### src/rtl/multi_timer.sv
// multi_timer: memory-mapped multi-channel timer with a free-running cycle counter.
// Each channel has a prescaler, an up-counter, a compare register, a periodic or
// one-shot mode and a maskable level interrupt. The bus reads data_out one cycle
// after ren.

// Per-channel timer: prescaler, counter, compare, control bits and pending flag.
module multi_timer_chan #(
    parameter int CNT_W = 32,
    parameter int PRE_W = 16
) (
    input  logic        clk,
    input  logic        reset,
    input  logic        wr_ctrl,
    input  logic        wr_pre,
    input  logic        wr_cnt,
    input  logic        wr_cmp,
    input  logic        clr,
    input  logic [31:0] wdata,
    input  logic [31:0] wmask,
    input  logic [1:0]  rd_off,
    output logic [31:0] rdata,
    output logic        pending,
    output logic        irq
);

    logic             en;
    logic             oneshot;
    logic             irq_en;
    logic [PRE_W-1:0] prescale;
    logic [PRE_W-1:0] pcnt;
    logic [CNT_W-1:0] count;
    logic [CNT_W-1:0] compare;

    logic             tick;
    logic             match;
    logic             restart;
    logic [2:0]       ctrl_new;
    logic [PRE_W-1:0] pre_new;
    logic [CNT_W-1:0] cnt_new;
    logic [CNT_W-1:0] cmp_new;

    // Byte-lane merge of write data into the current register contents.
    function automatic logic [31:0] merge(input logic [31:0] old,
                                          input logic [31:0] d,
                                          input logic [31:0] m);
        return (old & ~m) | (d & m);
    endfunction

    // Next values for each register if written, plus tick/match qualification.
    always_comb begin
        ctrl_new = 3'(merge(32'({irq_en, oneshot, en}), wdata, wmask));
        pre_new  = PRE_W'(merge(32'(prescale), wdata, wmask));
        cnt_new  = CNT_W'(merge(32'(count), wdata, wmask));
        cmp_new  = CNT_W'(merge(32'(compare), wdata, wmask));
        tick     = en && (pcnt == prescale);
        // A software COUNT write in the same cycle suppresses match evaluation.
        match    = tick && (count == compare) && !wr_cnt;
        restart  = (wr_ctrl && ctrl_new[0]) || wr_pre || wr_cnt;
    end

    // Channel state update; software writes take priority over counting.
    always_ff @(posedge clk) begin
        if (reset) begin
            en       <= 1'b0;
            oneshot  <= 1'b0;
            irq_en   <= 1'b0;
            prescale <= '0;
            pcnt     <= '0;
            count    <= '0;
            compare  <= '0;
            pending  <= 1'b0;
        end else begin
            if (restart || tick)
                pcnt <= '0;
            else if (en)
                pcnt <= pcnt + 1'b1;

            if (wr_cnt)
                count <= cnt_new;
            else if (match)
                count <= '0;
            else if (tick)
                count <= count + 1'b1;

            if (wr_ctrl)
                {irq_en, oneshot, en} <= ctrl_new;
            else if (match && oneshot)
                en <= 1'b0;

            if (wr_pre)
                prescale <= pre_new;
            if (wr_cmp)
                compare <= cmp_new;

            // A new match beats a simultaneous W1C.
            if (match)
                pending <= 1'b1;
            else if (clr)
                pending <= 1'b0;
        end
    end

    // Register readback for the selected offset.
    always_comb begin
        case (rd_off)
            2'd0:    rdata = {29'd0, irq_en, oneshot, en};
            2'd1:    rdata = 32'(prescale);
            2'd2:    rdata = 32'(count);
            default: rdata = 32'(compare);
        endcase
    end

    assign irq = pending & irq_en;

endmodule

// Top level: address decode, channel array, STATUS/CYCLES and registered read port.
module multi_timer #(
    parameter int CHANNELS = 4,
    parameter int CNT_W    = 32,
    parameter int PRE_W    = 16
) (
    input  logic                clk,
    input  logic                reset,
    input  logic                ren,
    input  logic                wen,
    input  logic [7:0]          address,
    input  logic [31:0]         data_in,
    input  logic [3:0]          byte_select,
    output logic [31:0]         data_out,
    output logic [CHANNELS-1:0] irq
);

    logic [2:0]                 sel_ch;
    logic [1:0]                 sel_off;
    logic                       ch_hit;
    logic                       glb_hit;
    logic [31:0]                wmask;
    logic [31:0]                rdata;
    logic [31:0]                cycles;
    logic [CHANNELS-1:0][31:0]  rd_ch;
    logic [CHANNELS-1:0]        pending;
    logic                       unused_addr;

    // Channels live at c*0x10 below 0x80; globals sit in the 0x70 slot.
    assign sel_ch      = address[6:4];
    assign sel_off     = address[3:2];
    assign ch_hit      = !address[7] && (int'(sel_ch) < CHANNELS);
    assign glb_hit     = (address[7:4] == 4'h7);
    assign wmask       = {{8{byte_select[3]}}, {8{byte_select[2]}},
                          {8{byte_select[1]}}, {8{byte_select[0]}}};
    assign unused_addr = ^address[1:0];

    for (genvar c = 0; c < CHANNELS; c++) begin : g_ch
        logic hit;
        logic clr;
        assign hit = wen && ch_hit && (sel_ch == 3'(c));
        // STATUS bits live in byte lane 0.
        assign clr = wen && glb_hit && (sel_off == 2'd0) && byte_select[0] && data_in[c];

        multi_timer_chan #(
            .CNT_W (CNT_W),
            .PRE_W (PRE_W)
        ) u_chan (
            .clk     (clk),
            .reset   (reset),
            .wr_ctrl (hit && (sel_off == 2'd0)),
            .wr_pre  (hit && (sel_off == 2'd1)),
            .wr_cnt  (hit && (sel_off == 2'd2)),
            .wr_cmp  (hit && (sel_off == 2'd3)),
            .clr     (clr),
            .wdata   (data_in),
            .wmask   (wmask),
            .rd_off  (sel_off),
            .rdata   (rd_ch[c]),
            .pending (pending[c]),
            .irq     (irq[c])
        );
    end

    // Read mux; unmapped addresses return 0.
    always_comb begin
        rdata = '0;
        if (glb_hit) begin
            case (sel_off)
                2'd0:    rdata = 32'(pending);
                2'd1:    rdata = cycles;
                default: rdata = '0;
            endcase
        end else begin
            for (int c = 0; c < CHANNELS; c++)
                if (ch_hit && (sel_ch == 3'(c)))
                    rdata = rd_ch[c];
        end
    end

    // Free-running cycle counter and registered read data (held between reads).
    always_ff @(posedge clk) begin
        if (reset) begin
            cycles   <= '0;
            data_out <= '0;
        end else begin
            cycles <= cycles + 32'd1;
            if (ren)
                data_out <= rdata;
        end
    end

endmodule

### config.mk
export PLATFORM = sky130hd
export DESIGN_NAME = multi_timer
export DESIGN_NICKNAME = d
export VERILOG_FILES = /design/src/rtl/multi_timer.sv
export SDC_FILE = /design/constraint.sdc
export NUM_CORES = 1
export LEC_CHECK = 0
export BUFFER_PORTS_ARGS = -buffer_cell sky130_fd_sc_hd__buf_2
export CAP_MARGIN = 20
export CORE_MARGIN = 2
export CORE_UTILIZATION = 60
export CTS_CLUSTER_DIAMETER = 40
export DETAILED_ROUTE_END_ITERATION = 7
export HOLD_SLACK_MARGIN = 0.12
export PLACE_DENSITY_LB_ADDON = 0.25
export SYNTH_ARGS = -nofsm -noshare
export SYNTH_HDL_FRONTEND = slang
export SYNTH_HIERARCHICAL = 1
export SYNTH_SLANG_ARGS = --single-unit
### constraint.sdc
create_clock -name clk -period 7.1 [get_ports clk]
set_input_delay 1.775 -clock clk [delete_from_list [all_inputs] [get_ports clk]]
set_output_delay 1.775 -clock clk [all_outputs]
set_load 0.1 [all_outputs]
# Yosys cells after proc, flatten, opt, wreduce, memory -nomap -nowiden
# Cells that the tools add are included.
# W data, S select, Z words.
totals:
  input_bits: 48
  elab_cells: 223
  register_bits: 464
op_classes:
  eq_ne: 15
  order_cmp: 1
  n_addsub: 9
  n_reduce_logical: 88
  n_bitwise: 38
  mux: 38
op_table:
  columns: ["cell", "n"]
  rows:
  - ["$mux W32", 17]
  - ["$pmux W32 S3", 4]
  - ["$and A32 B32 Y32", 9]
  - ["$or A32 B32 Y32", 8]
  - ["$add A32 B1 Y32 const B", 5]
  - ["$eq A32 B32 Y1", 4]
  - ["$add A16 B1 Y16 const B", 4]
  - ["$and A16 B16 Y16", 4]
  - ["$eq A16 B16 Y1", 4]
  - ["$or A16 B16 Y16", 4]
  - ["$pmux W32 S2", 1]
  - ["$logic_and A1 B1 Y1", 53]
  - ["$not A32 Y32", 1]
  - ["$mux W1", 16]
  - ["$reduce_bool A2 Y1", 8]
  - ["$and A3 B3 Y3", 4]
  - ["$logic_or A1 B1 Y1", 12]
  - ["$or A3 B3 Y3", 4]
  - ["$reduce_bool A3 Y1", 4]
  - ["$reduce_or A2 Y1", 4]
  - ["$eq A3 B2 Y1 const B", 2]
  - ["$logic_not A1 Y1", 5]
  - ["$and A1 B1 Y1", 4]
  - ["$eq A2 B2 Y1 const B", 2]
  - ["6 further kinds", 6]

# Depth between registers and ports, before layout
logic_depth:
  word_depth: 10
  ltp_mapped: 12

# Cells and area by module
# Netlist, hierarchy kept.
by_module_without_submodules:
  columns: ["mod", "seq_area_each_um2", "instances", "area_per_inst_um2", "cells_each"]
  rows:
  - ["multi_timer_chan at g_ch[0].u_chan ...", 2001.9, 3, 6249.7, 825]
  - ["multi_timer_chan at g_ch[3].u_chan", 2001.9, 1, 6451.2, 848]
  - ["multi_timer", 1281.2, 1, 3767.4, 444]

# Least setup slack after synthesis
# OpenSTA, ideal clock, no wires.
synth_timing:
  kind: "in2reg"
  startpoint: "in address[5]"
  endpoint: "reg (tool-made name)"
  cell_stages: 9
  path_buffers: 4
  required_ps: 6962
  setup_slack_ps: 3090
  t_arrival_ps: 3872
  cell_sequence: "buf_1 -> buf_2 -> or4_1 -> nor2_1 -> clkbuf_1 -> clkbuf_1 -> nand2_1 -> o21ai_0 -> a221oi_2"
synth_rtl:
  columns: ["item", "line", "text"]
  rows:
  - ["start: declaration", "127", "input logic [7:0] address,"]

==> metrics.md <==
| Metric | Value |
|---|---|
| Cell Rows | 80 |
| DRC Markers | 3 |
| Critical Path Max Stage Delay | about 0.67 ns |
| Sequential Area | 9290 sq um |
| Critical-path top delay cell | or3_1 |
| Worst IR Drop VDD | approximately 0.22 mV |
| Mapped Nets | 3824 |
| DP Wirelength | approximately 65000 microns |
| Vias/cell | ~6.6 |
| Mapped Cells | 3767 |
| Die H | around 220 microns |
| Failing checks | DRC |
| Routability Congestion | 1.03 |
| RSZ-0062 raised after global routing | no |
| IO buf count | 81 |
| Overall global routing resource usage | roughly 40% |
| Initial core utilization | about three fifths |
| Layout cells sized above 1 | 11.4% |
| Die Area | 50100 sq um |
| Worst hold path class | reg -> reg |
| Sequential share of the synthesized area | 32.1% |
| CTS tree | yes |
| Post-synth EDFFs | 0 |
| Dominant register cell in the synthesized netlist | dfxtp_1 |
| Maximum clock frequency | 219 MHz |
| DRT iter0 DRCs | 3684 |
| # setup viols final | 0 |
| Fin util | 67.7% |
| Crit path required time | approximately 7.6 ns |
| Final non-filler cell total | roughly 4400 |
| Setup Skew | ~0.026 ns |
| # nets final | around 3700 |
| Max-slew violation count | 0 |
| Synth Area in Compound Gates | 16.9% |
| Largest net degree at the start of global routing | ~110 |
| Run status | finished with violations |
| Htree depth | 3 |
| Crit path max fanout | 29 |
| Cts hold-fix bufs | 0 |
| Clock transition at the registers of the reported paths | 0.05 ns |
| Main combinational cell family by area after synthesis | simple AND/OR/NAND/NOR gates |
| Core Area | between 40000 and 50000 sq um |
| Max cap viols | 0 |
| Setup_tns | 0 ns |
| Mapped Area | 29000 sq um |
| Worst setup SP type | input port |
| DIE WIDTH | around 220 microns |
| Post-Route WL | roughly 100000 microns |
| Ys async rst share | 0% |
| CP delay by family, top | simple AND/OR/NAND/NOR gates |
| Clock sinks | roughly 460 |
| Drt pass-1 iters | 8 |
| Area grow syn2layout | 11.6% |
| Via total after detailed routing | 28722 |
| First-pass GRT wire length | approximately 150000 microns |
| Fill count | between 3000 and 4000 |
| Power Dens Cells | between 200 and 250 nW/um^2 |
| Tcrit/Tclk final | between 60% and 70% |
| Vias in the first global route | 25838 |
| Area occupied by multi-input gates | around 18000 sq um |
| Setup crit end kind | register |
| PostCTS Resize Cnt | 0 |
| Crit-path cells | buf_2 > buf_4 > nand3_1 > nor2_4 > nor2_1 > nand4_1 > or3_1 > buf_4 > a221oi_1 > a221oi_1 |
| ANT nets after route | 0 |
| Worst-Margin Slew | between 1 and 1.5 ns |
| Synth cell types | 66 |
| Clock Path Buffers | 3 |
| DP Area | approximately 29000 sq um |
| Crit path buf inv count | 3 |
| Synth Area per Inst | 7.69 sq um |
| Adder-Cell Fraction of Synth Area | less than 1% |
| I/O Pins | 84 |
| Syn. warnings | 6 |
| Slew HR | roughly 22% |
| Critical setup path kind | in -> reg |
| Leakage | about 11 nW |
| Clock Latency Late Sink | 0.63 ns |
| GR Overflow Total | 0 |
| Multiplexer share of the synthesized area | slightly below 7% |
| Min cycle time layout | between 4 and 5 ns |
| Arrival time at the worst endpoint | a little over 5 ns |
| Post CTS Setup Buffer Count | 0 |
| Post-synthesis xor/xnor area fraction | 11.5% |
| Final Cell Area | roughly 32000 sq um |
| Post-detailed-route wirelength per cell | roughly 23 microns |
| DP Cell Count | 4195 |
| Final Hold Fails | 0 |
| Yosys reg bits | around 460 |
| Clock Root Buffer | clkbuf_16 |
| Initial antenna violation count | 3 |
| Pwr Total | ~7.4 mW |
| Synth Area in Simple Gates | around 27% |
| Num CTS Buffers | just over 80 |
[power breakdown]
group | internal, mW | switching (mW) | total [mW] | leakage [nW]
Clock | 2.79 | 1.46 | 4.25 | 1.42
Sequential | 2.63 | 0.0254 | 2.65 | 3.74
Combinational | 0.0996 | 0.396 | 0.496 | 6.01
Total | 5.51 | 1.89 | 7.40 | 11.2
[through the flow]
step	hold WS, ns	setup slack, ns
global placement	0.455	1.96
global route	0.487	2.39
finish	0.472	2.53
detailed placement	0.462	1.86
floorplan	0.442	3.09
CTS	0.469	2.47
[synthesized netlist by cell type (all sizes together) (85+ instances only)]
cell type | count | area (sq um)
nand2 | 644 | 2420
nand3 | 375 | 1900
dfxtp | 464 | 9290
a221oi | 139 | 1270
a21oi | 336 | 1680
xnor2 | 211 | 1850
buf | 110 | 546
o21ai | 134 | 671
nor2 | 220 | 831
xor2 | 168 | 1470
nand4 | 98 | 674
clkbuf | 200 | 766
mux2i | 85 | 851
[placed cells by master (no fill, tap or decap), types with 43 or more instances in the layout]
cell / n
a21oi_1: 336
nand3_1: 371
mux2_2: 66
nand2_1: 640
nor2_1: 205
a22o_1: 74
xnor2_1: 211
mux2i_1: 85
buf_2: 74
nand4_1: 91
nor2b_1: 81
clkbuf_16: 85
xor2_1: 168
o21ai_0: 131
buf_4: 43
dfxtp_1: 464
and3_1: 50
a221oi_1: 130
[layout make-up]
cell class                      count  share of cell area (%)
Multi-Input combinational cell   2954                    56.6
Inverter                           39                   0.453
Clock inverter                     49                    2.07
Sequential cell                   464                    28.7
Antenna cell                        3                  0.0232
Timing Repair Buffer              126                    2.61
Clock buffer                      101                    7.11
Tap cell                          615                    2.38
[tightest hold or removal path, cell delays in order, from the launching register on]
cell     delay, ns
dfxtp_1       0.30
nor2_1        0.08
nor3_1        0.04
[layer usage]
metal / vias up / routed length, microns / global-route usage, %
met5: - / 14 / 0
met4: 2 / 7040 / 24.6
met3: 309 / 13400 / 8.93
met2: 1762 / 41800 / 56.5
met1: 13464 / 40000 / 55.3
li1: 13185 / - / -
[path summary, 6_finish.rpt]
| kind | from | end | slack (ns) | cells past startpoint |
|---|---|---|---|---|
| max | address[5] | register | 2.53 | 10 |
| min | data_out[24]$_SDFFE_PP0P_ | data_out[24]$_SDFFE_PP0P_ | 0.47 | 2 |
| min reg2reg | data_out[24]$_SDFFE_PP0P_ | data_out[24]$_SDFFE_PP0P_ | 0.47 | 2 |
| max reg2reg | register | register | 4.06 | 7 |
[logic make-up after synthesis]
family,Yosys count
AND/OR/NAND/NOR,1638
AO/OA/AOI/OAI,759
flip-flops,464
XOR/XNOR,379
buffers and inverters,349
multiplexers,169
adder cells (fa/ha/maj),9
No activity file was read; power rests on OpenSTA's default activity.
